===== config.mk =====
export PLATFORM = sky130hd
export DESIGN_NAME = lut_sign_restore_module
export DESIGN_NICKNAME = d
export VERILOG_FILES = /design/src/rtl/lut_sign_restore_module_pkg.sv /design/src/rtl/lut_sign_restore_module_sign_fifo.sv /design/src/rtl/lut_sign_restore_module.sv
export SDC_FILE = /design/constraint.sdc
export NUM_CORES = 1
export LEC_CHECK = 0
export ABC_AREA = 1
export BUFFER_PORTS_ARGS = -buffer_cell sky130_fd_sc_hd__buf_4
export CORE_MARGIN = 10
export CORE_UTILIZATION = 30
export DETAILED_ROUTE_END_ITERATION = 10
export SYNTH_ARGS = -nofsm -noshare
export SYNTH_HDL_FRONTEND = slang
export SYNTH_SLANG_ARGS = --single-unit

===== constraint.sdc =====
create_clock -name clk -period 5.5 [get_ports clk]
set_input_delay 0.55 -clock clk [delete_from_list [all_inputs] [get_ports clk]]
set_output_delay 0.55 -clock clk [all_outputs]
set_load 0.01 [all_outputs]

===== src/rtl/lut_sign_restore_module_pkg.sv =====
// Shared widths and defaults for the LUT multiplier
// sign-restore stage.
package lut_sign_restore_module_pkg;

  localparam int OP_W      = 9;
  localparam int MAG_W     = 17;
  localparam int RES_W     = 18;
  localparam int DEPTH_DEF = 4;

endpackage


===== src/rtl/lut_sign_restore_module_sign_fifo.sv =====
// In-order 1-bit sign queue with occupancy tracking
// and sticky overflow/underflow detection.
module sign_fifo_module
  import lut_sign_restore_module_pkg::*;
#(
  parameter int DEPTH = DEPTH_DEF,
  parameter int AW    = $clog2(DEPTH)
) (
  input  logic        clk,
  input  logic        rst_n,
  input  logic        push,
  input  logic        push_data,
  input  logic        pop,
  output logic        pop_data,
  output logic [AW:0] level,
  output logic        empty,
  output logic        full,
  output logic        err_overflow,
  output logic        err_underflow
);

  localparam logic [AW:0] ONE  = (AW+1)'(1);
  localparam logic [AW:0] FULL = (AW+1)'(DEPTH);

  logic [DEPTH-1:0] mem;
  logic [AW-1:0]    wr_ptr;
  logic [AW-1:0]    rd_ptr;
  logic             do_push;
  logic             do_pop;

  assign empty = (level == '0);
  assign full  = (level == FULL);

  // A full queue still accepts a push when the same
  // cycle pops, since the pop frees a slot.
  assign do_pop  = pop & ~empty;
  assign do_push = push & (~full | pop);

  // An empty queue reads as sign 0 (no bypass).
  assign pop_data = empty ? 1'b0 : mem[rd_ptr];

  // Sign storage; contents are don't-care at reset.
  always_ff @(posedge clk) begin
    if (do_push) mem[wr_ptr] <= push_data;
  end

  // Pointers, occupancy and sticky error flags.
  always_ff @(posedge clk or negedge rst_n) begin
    if (!rst_n) begin
      wr_ptr        <= '0;
      rd_ptr        <= '0;
      level         <= '0;
      err_overflow  <= 1'b0;
      err_underflow <= 1'b0;
    end else begin
      if (do_push) wr_ptr <= wr_ptr + AW'(1);
      if (do_pop)  rd_ptr <= rd_ptr + AW'(1);
      unique case ({do_push, do_pop})
        2'b10:   level <= level + ONE;
        2'b01:   level <= level - ONE;
        default: level <= level;
      endcase
      if (push & full & ~pop) err_overflow  <= 1'b1;
      if (pop & empty)        err_underflow <= 1'b1;
    end
  end

endmodule


===== src/rtl/lut_sign_restore_module.sv =====
// Re-applies queued operand signs to unsigned LUT
// products and registers the signed result.
module lut_sign_restore_module
  import lut_sign_restore_module_pkg::*;
#(
  parameter int DEPTH = DEPTH_DEF,
  parameter int AW    = $clog2(DEPTH)
) (
  input  logic             clk,
  input  logic             rst_n,
  input  logic             op_valid,
  input  logic [OP_W-1:0]  i1_in,
  input  logic [OP_W-1:0]  i2_in,
  input  logic             prod_valid,
  input  logic [MAG_W-1:0] prod_in,
  output logic [RES_W-1:0] result_out,
  output logic             result_valid,
  output logic [AW:0]      level_out,
  output logic             err_overflow,
  output logic             err_underflow
);

  logic             sign_in;
  logic             sign_pop;
  logic             q_empty;
  logic             q_full;
  logic [RES_W-1:0] ext;
  logic [RES_W-1:0] neg;
  logic             unused_bits;

  assign sign_in     = i1_in[OP_W-1] ^ i2_in[OP_W-1];
  assign unused_bits = ^{i1_in[OP_W-2:0], i2_in[OP_W-2:0],
                         q_empty, q_full};

  sign_fifo_module #(
    .DEPTH(DEPTH),
    .AW   (AW)
  ) u_fifo (
    .clk          (clk),
    .rst_n        (rst_n),
    .push         (op_valid),
    .push_data    (sign_in),
    .pop          (prod_valid),
    .pop_data     (sign_pop),
    .level        (level_out),
    .empty        (q_empty),
    .full         (q_full),
    .err_overflow (err_overflow),
    .err_underflow(err_underflow)
  );

  assign ext = {1'b0, prod_in};
  assign neg = ~ext + RES_W'(1);

  // Output register: negate when the popped sign is set.
  always_ff @(posedge clk or negedge rst_n) begin
    if (!rst_n) begin
      result_out   <= '0;
      result_valid <= 1'b0;
    end else begin
      result_valid <= prod_valid;
      if (prod_valid) result_out <= sign_pop ? neg : ext;
    end
  end

endmodule


==> results of run 1 <==
==> path summary, 6_finish.rpt <==
kind | startpoint | endpoint | cells past startpoint
setup reg to reg | u_fifo.level[1] | u_fifo.level[2] | 9
setup / recovery | u_fifo.level[1] | u_fifo.level[2] | 9
hold reg to reg | result_out[14] | result_out[14] | 2
max in group asynchronous | rst_n | u_fifo.rd_ptr[0] | 1
hold / removal | rst_n | result_out[16] | 1
min in group clk | result_out[14] | result_out[14] | 2
==> worst reg2reg max path, stage by stage, from the launching register on <==
cell     delay, ns
dfrtp_1       0.43
nor2_2        0.17
inv_2         0.06
o31ai_4       0.35
ha_1          0.22
inv_1         0.07
fa_1          0.38
a21oi_1       0.15
o21ai_0       0.11
xor2_1        0.15
==> routing by layer <==
layer / GRT usage / vias to the layer above / routed length (um)
li1: - / 864 / -
met3: 0.0443 / 6 / 397
met5: 0 / - / 0
met4: 0.0463 / 0 / 89
met1: 0.128 / 733 / 2290
met2: 0.155 / 41 / 2100
==> cell families after synthesis <==
| family | Yosys count | share of synthesized area |
|---|---|---|
| adder cells (fa/ha/maj) | 7 | 0.0498 |
| flip-flops | 32 | 0.430 |
| XOR/XNOR | 5 | 0.0229 |
| AND/OR/NAND/NOR | 147 | 0.329 |
| AO/OA/AOI/OAI | 17 | 0.0630 |
| buffers and inverters | 41 | 0.105 |
==> through the flow <==
stage / power [uW] / std cells / util / setup slack (ns) / area, um2
floorplan: 791 / 249 / - / 3.37 / 1910
detailed placement: 979 / 363 / 0.375 / 3.11 / 2270
finish: 1150 / 371 / 0.391 / 3.29 / 2370
global placement: 960 / 363 / 0.375 / 3.13 / 2270
CTS: 1180 / 371 / 0.391 / 3.29 / 2370
global route: 1280 / 371 / 0.391 / 3.06 / 2370
==> power groups by stage <==
| stage | logic, uW | clock network, uW | registers [uW] |
|---|---|---|---|
| floorplan | 356 | 0 | 435 |
| global placement | 557 | 0 | 404 |
| detailed placement | 572 | 0 | 407 |
| CTS | 575 | 196 | 404 |
| global route | 653 | 209 | 416 |
| finish | 560 | 192 | 402 |
==> placed cells by master, fill, tap and decap left out, types with 2 or more instances in the layout <==
master      Yosys  final
dfrtp_1        28     28
nor2_2          2      2
edfxtp_1        4      4
nand3_2         3      3
nand3_1        31     31
nor2_1         29     29
o21ai_0         4      4
ha_1            6      6
xor2_1          4      4
inv_2           3      3
buf_4           1     46
clkinvlp_4      0      2
a21oi_1         4      4
o21ai_1         2      2
nand2_1        78     78
inv_1          31     31
o21bai_1        5      5
clkbuf_8        2      5
==> registers in the layout, indices dropped and copies added (netlist names) <==
name and count:
result_valid 1, u_fifo.wr_ptr 2, u_fifo.err_overflow 1, u_fifo.err_underflow 1, u_fifo.mem 4, u_fifo.rd_ptr 2, result_out 18, u_fifo.level 3
==> area by class of cell <==
cell class                      instances  area share
Clock buffer                            5      0.0291
Timing Repair Buffer                   46       0.146
Tap cell                               75      0.0396
Sequential cell                        32       0.347
Inverter                               34      0.0539
Multi-Input combinational cell        176       0.375
Clock inverter                          3      0.0100
==> results.py, run 1 <==
metrics = {
    "run_status": {
        "outcome": "finished clean",
    },
    "power_and_ir_drop": {
        "sw_frac_of_total": 0.424,
        "seqPwrFrac": 0.348,
        "power_frac_comb": 0.485,
        "ir_drop_v": 0.000216,
        "p_sw_uw": 489,
        "p_leak_uw": 0.00123,
        "p_int_uw": 665,
        "clkPwrFrac": 0.166,
        "p_per_area_nw_per_um2": 487,
    },
    "route": {
        "detail_route.wl_per_cell_um": 13.1,
        "num_vias": 1644,
        "first_iter_violations": 74,
        "avgViaCountPerCell": 4.43,
        "first_pass_iters": 4,
        "antenna_left": 0,
        "wirelength_um": 4880,
        "route.detailed.drc": 0,
    },
    "clock_network": {
        "postCtsSetupRepairBufs": 0,
        "postCtsHoldBufs": 0,
        "cts-root-buf": "clkbuf_8",
        "clkLatencyLatePin_ns": 0.30,
        "h-tree-depth": 2,
        "clkTransAtPathRegs_ns": 0.08,
        "ctsResizeCount": 0,
        "clock-sinks": 32,
        "cts_buffers": 5,
        "cts_tree": "done",
        "cts_buffer_depth": 2,
    },
    "synthesis": {
        "ys_warn_count": 0,
        "yosys-top-cells-count": "78 x nand2_1, 31 x inv_1, 31 x nand3_1, 29 x nor2_1, 28 x dfrtp_1",
        "synth_most_common_cell": "nand2_1",
        "synthTopCellsByArea": "dfrtp_1 37%, nand2_1 15%, nand3_1 8.1%",
        "synth_area_per_cell_um2": 7.66,
        "synth_top_area_cell": "dfrtp_1",
        "netlist_area_um2": 1910,
        "synth_edf_count": 4,
        "synth-seq-cells": 32,
        "syn_inst": 249,
        "ys_seq_area_frac": 0.430,
        "ys.flop_type": "dfrtp_1",
        "yosysUniqueCellTypes": 27,
        "ys_async_sr_fraction": 0.875,
        "synth_top_area_frac": 0.367,
        "synth_nets": 295,
    },
    "place": {
        "dp_hpwl_um": 3700,
        "place.gp.congestion": 0.826,
        "portBuffers": 46,
    },
    "floorplan": {
        "design.die.area_um2": 9950,
        "chipHeight_um": 99.8,
        "start_util": 0.315,
        "boundaryPins": 63,
        "num_rows": 28,
        "die_x_um": 99.8,
        "coreArea_um2": 6060,
    },
    "sta": {
        "holdWs_ns": 0.164,
        "fin_skew_ns": 0.00758,
        "rsz0062_at_grt": "false",
        "period_needed_ns": 2.21,
        "setup_viol": 0,
        "hold_violations": 0,
        "tightest_slew_ns": 0.644,
        "slew_viol_final": 0,
        "max_freq_mhz": 453,
        "period_share": 0.401,
        "relSlewSlack": 0.570,
        "tns_ns": 0,
    },
    "setup_path": {
        "r2r_slack_ns": 3.29,
        "start_kind": "flip-flop",
        "critPathRequiredTime_ns": 5.68,
        "crit_type": "reg2reg",
        "crit_slowest_cell": "dfrtp_1",
        "endpoint_kind": "flip-flop",
        "crit_path_max_incr_delay_ns": 0.43,
        "path_delay_family": "compound AO/OA/AOI/OAI gates",
        "cp_cell_sequence": "nor2_2, inv_2, o31ai_4, ha_1, inv_1, fa_1, a21oi_1, o21ai_0, xor2_1",
        "cp_num_buf_inv": 2,
        "arrival_ns": 2.39,
        "critPathMaxFanout": 8,
    },
    "final_layout": {
        "fin_nets": 341,
        "seq_area_um2": 821,
        "area.growth.synth_to_final_pct": 24.1,
        "fillCellCount": 673,
        "multiInputGateArea_um2": 887,
        "drive_above_1_share": 0.223,
        "antenna_cells": 0,
    },
    "global_routing": {
        "grt_pass1_vias": 1755,
        "track_usage": 0.104,
        "overflow": 0,
        "antenna_found_initial": 0,
        "grt_max_degree": 29,
        "grt_pass1_wl_um": 8440,
    },
    "hold_path": {
        "hp-class": "in2async",
    },
    "run": {
        "drv_cap": 0,
    },
}
Note: power is estimated with default switching activity, not from simulation.
==> run 2, diff against run 1 <==
ABC_AREA = 0   (was 1)
clock period = 1.8 ns   (was 5.5 ns; I/O delays follow)
==> run 2 against run 1 <==
The flow now finishes with violations (setup timing); global-route usage down 0.25 points; clock power rose to 2.7 times the previous value; critical endpoint unchanged; via count is 4.0% lower; largest power group unchanged; critical path depth did not move; total power grew to 3.1 times the previous value; sequential power rose to 3.1 times the previous value; clock skew is 0.0036 ns lower; non-clock buffer count rose by 36; fmax rose by 18%; synthesized cell count down 28%.
==> results.py, run 2 <==
metrics = {
    "clock_network": {
        "clkTransAtPathRegs_ns": 0.07,
        "cts_buffer_depth": 2,
        "cts_buffers": 5,
        "h-tree-depth": 2,
        "clkLatencyLatePin_ns": 0.28,
        "cts_tree": "done",
        "cts-root-buf": "clkbuf_8",
        "clock-sinks": 32,
    },
    "global_routing": {
        "antenna_found_initial": 0,
        "grt_max_degree": 37,
        "grt_pass1_vias": 1674,
        "track_usage": 0.102,
        "overflow": 0,
        "grt_pass1_wl_um": 8070,
    },
    "power_and_ir_drop": {
        "seqPwrFrac": 0.349,
        "ir_drop_v": 0.000874,
        "power_frac_comb": 0.504,
        "p_sw_uw": 1310,
        "p_per_area_nw_per_um2": 1400,
        "p_leak_uw": 0.00117,
        "p_int_uw": 2270,
        "clkPwrFrac": 0.147,
        "sw_frac_of_total": 0.367,
    },
    "synthesis": {
        "synth_area_per_cell_um2": 9.80,
        "synth-seq-cells": 32,
        "ys_async_sr_fraction": 0.875,
        "syn_inst": 180,
        "ys_warn_count": 0,
        "synth_edf_count": 4,
        "synth_top_area_cell": "dfrtp_1",
        "ys_seq_area_frac": 0.465,
        "synth_top_area_frac": 0.397,
        "yosys-top-cells-count": "28 x dfrtp_1, 17 x nor2_1, 14 x inv_1, 11 x nand2_1, 10 x xor2_1",
        "netlist_area_um2": 1760,
        "synthTopCellsByArea": "dfrtp_1 40%, edfxtp_1 6.8%, xor2_1 5.0%",
        "synth_nets": 226,
        "yosysUniqueCellTypes": 40,
        "ys.flop_type": "dfrtp_1",
        "synth_most_common_cell": "dfrtp_1",
    },
    "route": {
        "detail_route.wl_per_cell_um": 13.9,
        "avgViaCountPerCell": 4.74,
        "first_pass_iters": 4,
        "num_vias": 1579,
        "wirelength_um": 4620,
        "first_iter_violations": 87,
        "antenna_left": 0,
        "route.detailed.drc": 0,
    },
    "setup_path": {
        "r2r_slack_ns": -0.07,
        "r2r-start": "u_fifo.level[1]",
        "crit_type": "reg2reg",
        "arrival_ns": 2.07,
        "timing.rr.end": "u_fifo.level[2]",
        "critPathRequiredTime_ns": 2.01,
        "ff2ff_path_depth": 9,
        "endpoint_kind": "flip-flop",
        "critPathMaxFanout": 3,
        "start_kind": "flip-flop",
    },
    "hold_path": {
        "hold_path_end": "u_fifo.err_overflow",
        "holdPathStages": 2,
        "hp-start": "op_valid",
        "hp-class": "in2reg",
    },
    "floorplan": {
        "chipHeight_um": 96.7,
        "design.die.area_um2": 9350,
        "coreArea_um2": 5610,
        "num_rows": 27,
        "start_util": 0.315,
        "die_x_um": 96.7,
        "boundaryPins": 63,
    },
    "sta": {
        "relSlewSlack": 0.729,
        "holdWs_ns": 0.104,
        "tightest_slew_ns": 0.402,
        "rsz0062_at_grt": "true",
        "period_needed_ns": 1.87,
        "slew_viol_final": 0,
        "setup_ws_ns": -0.0673,
        "max_freq_mhz": 536,
        "period_share": 1.04,
        "setup_viol": 1,
        "fin_skew_ns": 0.00398,
        "hold_violations": 0,
    },
    "final_layout": {
        "layout_commonest_cell": "buf_4",
        "stdcell_count": 333,
        "mostFrequentLayoutCells": "81 x buf_4, 27 x dfrtp_1, 17 x nor2_1",
        "area.growth.synth_to_final_pct": 45.4,
        "largestRegisters": "result_out (18), u_fifo.mem (4), u_fifo.level (3)",
        "fin_util": 0.457,
        "largest_reg_flops": 18,
        "fin_nets": 306,
        "antenna_cells": 0,
        "fillCellCount": 567,
        "drive_above_1_share": 0.383,
        "top_register": "result_out",
    },
    "place": {
        "dp_hpwl_um": 3530,
        "portBuffers": 46,
        "place.gp.congestion": 0.745,
        "numPlacedInstances": 319,
    },
    "run_status": {
        "violations": "setup timing",
        "outcome": "finished, violations left",
    },
    "run": {
        "drv_cap": 0,
    },
}
[run 2: cells by family (layout without fill, tap and decap cells)]
group / count (synthesis) / count (layout) / synth area share
adder cells (fa/ha/maj): 7 / 7 / 0.0539
multiplexers: 3 / 3 / 0.0248
XOR/XNOR: 13 / 13 / 0.0645
flip-flops: 32 / 32 / 0.465
buffers and inverters: 23 / 104 / 0.0489
AO/OA/AOI/OAI: 37 / 37 / 0.145
AND/OR/NAND/NOR: 65 / 65 / 0.198
[run 2: routing by layer]
layer  global-route usage  share of wire
met4               0.0372          0.015
met3               0.0341          0.055
met5                    0              0
met2                0.160           0.47
met1                0.126           0.46
[run 2: critical path, cell delays in order, from the launching register on]
cell,delay [ns]
dfrtp_1,0.42
nor4b_4,0.29
nor2b_1,0.09
inv_1,0.10
ha_4,0.14
inv_2,0.03
fa_2,0.32
xor2_1,0.15
nor2_1,0.11
xor2_1,0.14
[run 2: stage by stage]
stage	instance area, um2	setup TNS [ns]	total power [uW]	setup slack (ns)
detailed placement	2420	-0.336	3040	-0.154
global route	2560	-0.267	3920	-0.205
floorplan	1800	-0.338	2220	-0.205
finish	2560	-0.0673	3580	-0.0673
CTS	2560	-0.0717	3640	-0.0717
global placement	2420	-0.280	3010	-0.141
[run 2: power by group through the flow]
stage	combinational, uW	sequential (uW)	clock [uW]
final	1800	1250	526
after global routing	2050	1290	575
after CTS	1840	1250	550
after detailed placement	1780	1260	0
after global placement	1770	1250	0
after floorplan	857	1360	0
[run 2: area by class of cell]
class	count	area [um2]	area share
Clock buffer	5	68.8	0.0268
Clock inverter	3	13.8	0.00537
Inverter	14	52.6	0.0205
Multi-Input combinational cell	125	900	0.351
Sequential cell	32	822	0.320
Tap cell	72	90.1	0.0351
Timing Repair Buffer	82	618	0.241
[run 2: how the worst max path moves through the flow]
| stage | start | to | slack [ns] | depth (start not counted) |
|---|---|---|---|---|
| final | u_fifo.level[1] | u_fifo.level[2] | -0.07 | 9 |
| after global routing | u_fifo.level[1] | u_fifo.level[2] | -0.21 | 9 |
| after CTS | u_fifo.level[1] | u_fifo.level[2] | -0.07 | 9 |
| after detailed placement | u_fifo.level[0] | u_fifo.level[2] | -0.15 | 9 |
| after global placement | prod_in[8] | result_out[17] | -0.14 | 5 |
| after floorplan | u_fifo.level[0] | u_fifo.level[2] | -0.20 | 10 |
[run 2: what timing repair did]
item | 4_1_cts | 5_1_grt
hold buffers | 1 | 0
resized for setup | 2 | 0
pin swaps | 6 | 1
endpoints found under the hold margin | 28 | 0
setup buffers | 4 | 1
endpoints found under the setup margin | 2 | 2
